## config.mk

```make
export PLATFORM = sky130hd
export DESIGN_NAME = ofdm_tx_qam_mapper
export DESIGN_NICKNAME = d
export VERILOG_FILES = /design/src/rtl/ofdm_tx_qam_mapper.sv
export SDC_FILE = /design/constraint.sdc
export NUM_CORES = 1
export LEC_CHECK = 0
export BUFFER_PORTS_ARGS = -buffer_cell sky130_fd_sc_hd__buf_2
export CAP_MARGIN = 25
export CELL_PAD_IN_SITES_DETAIL_PLACEMENT = 2
export CELL_PAD_IN_SITES_GLOBAL_PLACEMENT = 2
export CORE_ASPECT_RATIO = 0.6
export CORE_UTILIZATION = 30
export CTS_BUF_LIST = sky130_fd_sc_hd__clkbuf_4
export DETAILED_ROUTE_END_ITERATION = 10
export HOLD_SLACK_MARGIN = 0.03
export PLACE_DENSITY_LB_ADDON = 0.15
export SKIP_LAST_GASP = 1
export SLEW_MARGIN = 5
export SYNTH_ARGS = -nofsm -noshare
export SYNTH_HDL_FRONTEND = slang
export SYNTH_SLANG_ARGS = --single-unit
export TNS_END_PERCENT = 5
```

## constraint.sdc

```tcl
create_clock -name clk -period 2.6 [get_ports clk]
set_input_delay 0.26 -clock clk [delete_from_list [all_inputs] [get_ports clk]]
set_output_delay 0.26 -clock clk [all_outputs]
set_load 0.01 [all_outputs]
```

## src/rtl/ofdm_tx_qam_mapper.sv

```systemverilog
`default_nettype none
// ============================================================================
// Module   : ofdm_tx_qam_mapper
// Purpose  : Packs serial bits into Gray-coded 16-QAM I/Q samples, indexed per frame.
// Revision : 1.0 - initial release
// ============================================================================
module ofdm_tx_qam_mapper #(
    parameter int IQ_W           = 16,
    parameter int SCALE          = 2048,
    parameter int SYMS_PER_FRAME = 56
) (
    input  logic                   clk,
    input  logic                   nreset,
    input  logic                   clear,
    input  logic                   din,
    input  logic                   din_valid,
    output logic                   din_rready,
    output logic signed [IQ_W-1:0] i_out,
    output logic signed [IQ_W-1:0] q_out,
    output logic [5:0]             sym_idx,
    output logic                   frame_last,
    output logic                   dout_valid,
    input  logic                   dout_rready
);

    localparam logic signed [IQ_W-1:0] LVL1     = IQ_W'(SCALE);
    localparam logic signed [IQ_W-1:0] LVL3     = IQ_W'(3 * SCALE);
    localparam logic [5:0]             LAST_SYM = 6'(SYMS_PER_FRAME - 1);
    localparam logic [2:0]             FULL_CNT = 3'd4;

    logic [3:0]             acc_q, acc_d;
    logic [2:0]             acc_cnt_q, acc_cnt_d;
    logic [5:0]             sym_cnt_q, sym_cnt_d;
    logic                   din_rready_q, din_rready_d;
    logic                   dout_valid_q, dout_valid_d;
    logic signed [IQ_W-1:0] i_q, i_d;
    logic signed [IQ_W-1:0] q_q, q_d;
    logic [5:0]             sym_idx_q, sym_idx_d;
    logic                   frame_last_q, frame_last_d;

    logic w_accept;
    logic w_xfer;

    // Gray pair to amplitude: adjacent levels differ in exactly one bit.
    function automatic logic signed [IQ_W-1:0] gray_level(input logic [1:0] pair);
        case (pair)
            2'b00:   gray_level = -LVL3;
            2'b01:   gray_level = -LVL1;
            2'b11:   gray_level = LVL1;
            default: gray_level = LVL3;
        endcase
    endfunction

    assign w_accept = din_valid && din_rready_q;
    assign w_xfer   = (acc_cnt_q == FULL_CNT) && (!dout_valid_q || dout_rready);

    always_comb begin
        acc_d        = acc_q;
        acc_cnt_d    = acc_cnt_q;
        sym_cnt_d    = sym_cnt_q;
        dout_valid_d = dout_valid_q;
        i_d          = i_q;
        q_d          = q_q;
        sym_idx_d    = sym_idx_q;
        frame_last_d = frame_last_q;

        if (clear) begin
            acc_d        = '0;
            acc_cnt_d    = '0;
            sym_cnt_d    = '0;
            dout_valid_d = 1'b0;
            i_d          = '0;
            q_d          = '0;
            sym_idx_d    = '0;
            frame_last_d = 1'b0;
        end else begin
            if (dout_valid_q && dout_rready) begin
                dout_valid_d = 1'b0;
            end
            // A transfer overrides the drain above so back-to-back symbols have no bubble.
            if (w_xfer) begin
                i_d          = gray_level(acc_q[3:2]);
                q_d          = gray_level(acc_q[1:0]);
                sym_idx_d    = sym_cnt_q;
                frame_last_d = (sym_cnt_q == LAST_SYM);
                dout_valid_d = 1'b1;
                acc_cnt_d    = '0;
                sym_cnt_d    = (sym_cnt_q == LAST_SYM) ? 6'd0 : sym_cnt_q + 6'd1;
            end else if (w_accept) begin
                acc_d     = {acc_q[2:0], din};
                acc_cnt_d = acc_cnt_q + 3'd1;
            end
        end

        din_rready_d = (acc_cnt_d != FULL_CNT) && !clear;
    end

    always_ff @(posedge clk or negedge nreset) begin
        if (!nreset) begin
            acc_q        <= '0;
            acc_cnt_q    <= '0;
            sym_cnt_q    <= '0;
            din_rready_q <= 1'b0;
            dout_valid_q <= 1'b0;
            i_q          <= '0;
            q_q          <= '0;
            sym_idx_q    <= '0;
            frame_last_q <= 1'b0;
        end else begin
            acc_q        <= acc_d;
            acc_cnt_q    <= acc_cnt_d;
            sym_cnt_q    <= sym_cnt_d;
            din_rready_q <= din_rready_d;
            dout_valid_q <= dout_valid_d;
            i_q          <= i_d;
            q_q          <= q_d;
            sym_idx_q    <= sym_idx_d;
            frame_last_q <= frame_last_d;
        end
    end

    assign din_rready = din_rready_q;
    assign dout_valid = dout_valid_q;
    assign i_out      = i_q;
    assign q_out      = q_q;
    assign sym_idx    = sym_idx_q;
    assign frame_last = frame_last_q;

endmodule
`default_nettype wire

```

## After elaboration in Yosys (flattened, before gate mapping)

Cells that the tools add are included.

- $add $sub $neg: 2
- Equal/unequal tests: 8
- Muxes and demuxes: 22
- Reductions and logical operators: 13

Operator list:

| kind | number |
|---|---|
| $pmux 16 s3 | 2 |
| $mux 16 | 4 |
| $mux 6 | 5 |
| $mux 4 | 3 |
| $mux 3 | 3 |
| $add 6x1->6 const B | 1 |
| $eq 6x6->1 const B | 1 |
| $mux 1 | 5 |
| $eq 2x1->1 const B | 2 |
| $eq 2x2->1 const B | 2 |
| $logic_and 1x1->1 | 4 |
| $logic_not 2->1 | 2 |
| $reduce_bool 2->1 | 2 |
| $add 3x1->3 const B | 1 |
| $eq 3x3->1 const B | 1 |
| $ne 3x3->1 const B | 1 |
| $reduce_bool 3->1 | 1 |
| $logic_not 1->1 | 2 |
| $ne 2x2->1 const B | 1 |
| $reduce_and 2->1 | 1 |
| $logic_or 1x1->1 | 1 |

- Bits in registers: 54
- Input bits: 6
- Output and inout bits: 41
- Word-level logic and storage cells: 54

## Logic depth before layout (Yosys ltp)

Gate-level depths: netlist (run 1).

- Depth in word-level cells: 7
- Depth in mapped cells: 7
- Mapped depth without buffers: 6

## Least setup slack after synthesis (run 1)

OpenSTA, ideal clock, no wires.

- Path kind: flip-flop to flip-flop
- From: reg acc_cnt_q[0]
- To: reg i_q[14] (netlist: i_out[14])
- Setup time: 78 ps
- Data arrival time: 1326 ps
- Data required time: 2522 ps
- Path slack: 1196 ps
- Stages on the path, launching flop included: 7
- Path buffers: 1
- Period minus slack after synthesis: 1404 ps
- Path through: dfrtp_1 -> inv_1 -> ha_1 -> nand3_2 -> buf_2 -> or3_1 -> a21oi_1

- Cells in the longest elaborated chain, start to end: 3

RTL lines:

| item | line | text |
|---|---|---|
| start, declared | 32 | `logic [2:0] acc_cnt_q, acc_cnt_d;` |
| start signal, assigned | 111 | `acc_cnt_q <= acc_cnt_d;` |
| $eq 3x3->1 | 55 | `assign w_xfer = (acc_cnt_q == FULL_CNT) && (!dout_valid_q \|\| dout_rready);` |
| $logic_and 1x1->1 | 55 |  |
| $reduce_bool 2->1 (no line) | - |  |
| end signal, assigned | 115 | `i_q <= i_d;` |
| end, declared | 36 | `logic signed [IQ_W-1:0] i_q, i_d;` |

No other way between the ends.
A chain may end at the register's enable or synchronous reset.

## Worst setup path after layout (run 1)

- From: reg acc_cnt_q[0]
- To: reg sym_cnt_q[4]

- Cells in the longest elaborated chain, start to end: 3

RTL lines:

| item | line | text |
|---|---|---|
| $eq 3x3->1 | 55 |  |
| $logic_and 1x1->1 | 55 |  |
| $reduce_bool 2->1 (no line) | - |  |
| end signal, assigned | 112 | `sym_cnt_q <= sym_cnt_d;` |
| end, declared | 33 | `logic [5:0] sym_cnt_q, sym_cnt_d;` |

No other way between the ends.

==> summary.txt, run 1 <==
Timing
  – Setup TNS: 0 ns
  – Max_slew headroom: 0.535
  – Final Hold Vio Count: 0
  – Max-slew violation count: 0
  – Final worst-path cycle share: 0.741
  – Clk_skew: 0.0136 ns
  – Fmax: approximately 520 MHz
  – Final min period: 1.93 ns
  – RSZ-0062 raised after global routing: no
  – Setup violations, final: 0
  – Worst-Margin Slew: 0.696 ns
  – Hold slack: between 0.15 and 0.2 ns

Drt
  – Violation count after the first detailed-route iteration: 28
  – Residual DRC count: 0
  – Avg WL per Cell: 14.5 um
  – Routed WL: 3.56 mm
  – DRT Pass-1 Iters: 4
  – Via density: approximately 4.6
  – Vias: between 1000 and 1500
  – Detail Route Antenna Nets: 0

GRT
  – Pin count of the biggest net entering global routing: 29
  – Global-route wire length before repair: 6.15 mm
  – Number of global-route vias before repair: 1201
  – Initial antenna violation count: 0
  – Overall routing resource usage: 0.147
  – GRT Residual Overflow: 0

CTS
  – CTS tree: yes
  – Clock sink count: 27
  – CTS Buf Count: 3
  – H-tree depth: 1
  – Worst-Skew Late Latency: about 0.34 ns
  – CTS Root Buffer Type: clkbuf_4
  – Clock transition at path regs: around 0.16 ns
  – Post-CTS Setup Inserts: 0
  – Max clock buf depth: 2

Setup path
  – Setup slack, reg-to-reg: slightly below 0.7 ns
  – Worst Path Required: around 2.9 ns
  – CP peak stage delay: 0.63 ns
  – CP max FO: 22
  – Critical-path cell list: inv_1, ha_1, nand3_2, or4b_1, a21oi_1
  – CP delay by family, top: simple AND/OR/NAND/NOR gates
  – Worst R2R Start: acc_cnt_q[0]
  – Reg2Reg Depth: 5
  – Kind of end point of the critical path: flop
  – CP max-delay cell: or4b_1
  – Buf/Inv on CP: 1
  – Startpoint Class: flop
  – WS Path Type: reg -> reg
  – RR Endpoint: sym_cnt_q[4]
  – Data arrival, critical path: between 2 and 2.5 ns

Synth
  – Syn Area/Cell: between 9 and 10 sq um
  – Ys Warns: 0
  – Sequential area share after synthesis: 0.436
  – Seq cells post-synth: 27
  – Post-synthesis instance area: approximately 1600 sq um
  – Distinct cells, synth: 34
  – Post-Synthesis Cells: ~170

Floorplan
  – # rows: 19
  – Die width: about 95 um
  – Core ar.: roughly 4800 sq um
  – Die area: 5470 sq um
  – I/O Pins: 47
  – Initial Utilization: 0.326
  – Die height: between 50 and 60 um

Final layout
  – Diodes inserted: 0
  – Fin nets: approximately 200
  – Layout cell share with drive strength beyond 1: 0.175
  – Fill cell count: about 570
  – Syn-to-layout area delta: 4.76%
  – Final core occ: 0.342
  – Most frequent cells in the layout: nand2_1, dfrtp_1, buf_2

Placement
  – GPL Wtd Cong: 0.674
  – Hpwl dp: between 2 and 3 mm
  – # port buffers: 24

Worst hold path
  – Hold EP: acc_q[0]
  – Hold Path Cell Cnt: 3
  – Worst hold-check path type: in -> reg
  – Hold_sp: din

Power
  – Power Dens Cells: ~420 nW/um^2
  – Pwr Total: between 0.6 and 0.7 mW
  – Worst-case vdd ir drop: 0.146 mV
  – Leakage: between 0.8 and 0.9 nW

Job
  – Number of max-cap violations: 0

Outcome
  – Status: completed
-- logic make-up after synthesis --
group,synth area share
AOI/OAI and AO/OA,0.0799
xor gates and xnor gates,0.0170
adders and majority gates,0.0726
buffers and inverters,0.170
DFF,0.436
muxes,0.0323
other,0.00242
and+or+nand+nor,0.190
-- final cells by class --
class                      count  area, sq um  area share
clock buffer                   3         22.5      0.0139
clock inverter                 1         5.00     0.00308
timing repair buffer          25          130      0.0801
inverter                       6         22.5      0.0139
multi-input combinational    121          689       0.424
tap                           63         78.8      0.0485
sequential                    27          676       0.416
-- worst min-delay path, delay by kind of cell --
kind          cells  cell delay, ns
buf+inv           1            0.08
simple gates      1            0.07
mux               1            0.05
-- per-stage QoR --
stage | instances | worst slack, ns | cell area, sq um
2_1_floorplan | 189 | 1.20 | 1630
3_5_place_dp | 241 | 0.680 | 1590
3_3_place_gp | 241 | 0.750 | 1590
5_1_grt | 246 | 0.470 | 1620
4_1_cts | 246 | 0.648 | 1620
6_report | 246 | 0.673 | 1620
-- per-layer routing --
layer  vias up  global-route usage  wire length [um]
met2        35               0.249              1690
met5         -                   0                 0
met1       559               0.194              1670
met3         4              0.0367               169
met4         0              0.0281                21
li1        531                   -                 -
-- cells in the mapped netlist (all sizes together) --
cell	instances	area, sq um
and3	1	6.26
nand4	1	6.26
nand3	4	25.0
nor2	12	47.6
and2	1	6.26
o211ai	1	7.51
clkbuf	3	12.5
dfrtp	27	676
nor3	2	10.0
inv	6	22.5
nand2	27	101
or3	3	18.8
conb	1	3.75
or4	1	7.51
xnor2	3	26.3
o31ai	2	15.0
or4b	1	10.0
nor3b	2	15.0
a31oi	2	12.5
ha	9	113
o21ai	2	13.8
and2b	1	7.51
buf	32	229
a21oi	15	75.1
mux2i	5	50.1
nand4b	1	8.76
nand2b	1	8.76
nand3b	2	15.0
-- power by group --
| group | total [mW] | switching (mW) | internal, mW |
|---|---|---|---|
| Clock | 0.189 | 0.132 | 0.0578 |
| Combinational | 0.0639 | 0.0464 | 0.0175 |
| Sequential | 0.432 | 0.00670 | 0.426 |
-- sequential cells by signal, summed over array words and instances (netlist names) --
register,count
i_out,3
frame_last,1
q_out,2
sym_idx,6
acc_cnt_q,3
acc_q,4
sym_cnt_q,6
din_rready,1
dout_valid,1
-- worst max path at each step --
stage	startpoint	to	slack (ns)	depth (start not counted)
3_5_place_dp	acc_cnt_q[0]	sym_cnt_q[4]	0.68	5
4_1_cts	acc_cnt_q[0]	sym_cnt_q[4]	0.65	5
5_1_grt	acc_cnt_q[0]	sym_cnt_q[4]	0.47	5
3_3_place_gp	acc_cnt_q[0]	sym_cnt_q[4]	0.75	5
6_report	acc_cnt_q[0]	sym_cnt_q[4]	0.67	5
2_1_floorplan	acc_cnt_q[0]	i_out[14]	1.20	6
-- timing repair --
action                    in CTS  in global routing
resized for setup              0                  0
hold endpoints to repair      27                  0
hold buffers                   1                  0
Power figures use the tool's default switching activity.
==> inputs of run 2 (changes only) <==
Clock period 2.6 ns to 1.8 ns, I/O delays scaled along.
==> summary.txt, run 2 (same netlist as run 1, synthesis figures left out) <==
CTS
  – CTS Root Buffer Type: clkbuf_4
  – Post_cts resized: 0
  – Max clock buf depth: 2
  – Worst-Skew Late Latency: around 0.33 ns
  – Clock sink count: 27
  – CTS Buf Count: 3
  – Clock transition at path regs: approximately 0.15 ns
  – H-tree depth: 1
  – CTS tree: yes

Floorplan
  – Die width: roughly 95 um
  – Core ar.: 4750 sq um
  – Die height: 57.7 um
  – I/O Pins: 47
  – Initial Utilization: 0.326
  – Die area: between 5000 and 6000 sq um
  – # rows: 19

Worst hold path
  – Worst hold-check path type: in -> reg

Final layout
  – Final core occ: 0.349
  – Multi-input gate area: 689 sq um
  – Storage element area: between 600 and 700 sq um
  – Finished Layout Cells: around 250
  – Fin nets: between 200 and 250
  – Post-route cell area: about 1700 sq um
  – Layout cell share with drive strength beyond 1: 0.197
  – Most frequent cells in the layout: nand2_1, dfrtp_1, buf_2
  – Diodes inserted: 0
  – Fill cell count: about 550
  – Syn-to-layout area delta: 7.18%

Setup path
  – WS Path Type: reg -> reg
  – CP max FO: 8
  – Worst Path Required: just over 2 ns
  – Setup slack, reg-to-reg: between 0.1 and 0.15 ns
  – Startpoint Class: flop
  – Kind of end point of the critical path: flop
  – Data arrival, critical path: about 1.9 ns

Placement
  – GPL Wtd Cong: 0.712
  – Dpl cells: between 200 and 250
  – Hpwl dp: approximately 2.8 mm
  – # port buffers: 24
  – Placed cell area: 1620 sq um

Timing
  – RSZ-0062 raised after global routing: no
  – Hold slack: approximately 0.082 ns
  – Setup TNS: 0 ns
  – Final min period: 1.68 ns
  – Fmax: ~590 MHz
  – Clk_skew: ~0.0084 ns
  – Setup violations, final: 0
  – Max-slew violation count: 0
  – Final worst-path cycle share: 0.935
  – Worst-Margin Slew: 0.639 ns
  – Max_slew headroom: 0.574
  – Final Hold Vio Count: 0

GRT
  – Overall routing resource usage: 0.146
  – Pin count of the biggest net entering global routing: 28
  – Global-route wire length before repair: 6.02 mm
  – Initial antenna violation count: 0
  – GRT Residual Overflow: 0
  – Number of global-route vias before repair: between 1000 and 1500

Drt
  – Avg WL per Cell: ~14 um
  – Vias: approximately 1200
  – Routed WL: between 3 and 4 mm
  – Detail Route Antenna Nets: 0
  – Violation count after the first detailed-route iteration: 34
  – Residual DRC count: 0
  – DRT Pass-1 Iters: 4
  – Via density: approximately 4.6

Power
  – Worst-case vdd ir drop: approximately 0.29 mV
  – Power Dens Cells: a little under 600 nW/um^2
  – Leakage: roughly 0.83 nW

Outcome
  – Status: completed

Job
  – Number of max-cap violations: 0
==> run 2: per-stage QoR <==
stage                     setup slack, ns  power (mW)
after floorplan                     0.396       0.731
after global placement              0.244       0.725
after detailed placement            0.151       0.729
after CTS                           0.114        1.01
after global routing               0.0149        1.04
final                               0.118       0.987
==> run 2: worst paths after layout <==
path / from / end / cells after the start
setup / recovery: acc_cnt_q[0] / sym_cnt_q[4] / 5
hold / removal: din / acc_q[0] / 3
setup reg to reg: acc_cnt_q[0] / sym_cnt_q[4] / 5
hold reg to reg: sym_idx[5] / sym_idx[5] / 2
max in group asynchronous: nreset / sym_cnt_q[4] / 2
min in group asynchronous: nreset / frame_last / 2
==> run 2: metal layers <==
layer / part of all wire / track usage / wire [um]
met5: 0 / 0 / 0
met3: 0.047 / 0.0328 / 168
met2: 0.46 / 0.238 / 1640
met1: 0.49 / 0.200 / 1760
met4: 0.0028 / 0.0325 / 10
==> run 2: worst max-delay path: stages, from the launching register on <==
cell and delay (ns):
dfrtp_1 0.47, inv_1 0.08, ha_1 0.17, nand3_2 0.17, or4b_1 0.53, a21oi_1 0.18
==> run 2: where the power goes <==
| group | total, mW | internal (mW) | switching [mW] | leakage (nW) |
|---|---|---|---|---|
| Sequential | 0.624 | 0.615 | 0.00975 | 0.373 |
| Combinational | 0.0933 | 0.0269 | 0.0663 | 0.435 |
| Clock | 0.270 | 0.0835 | 0.186 | 0.0177 |
| Total | 0.987 | 0.725 | 0.262 | 0.826 |
==> run 2: area by class of cell <==
cell class / count / share of cell area
clock buffers: 3 / 0.0136
clock inverters: 1 / 0.00301
inverters: 6 / 0.0136
multi-input cells: 121 / 0.415
flip-flops and latches: 27 / 0.407
well taps: 63 / 0.0474
repair buffers: 30 / 0.101
==> run 2: timing repair <==
item,CTS,global route
hold buffers,1,0
setup buffers,0,0
hold endpoints to repair,27,0
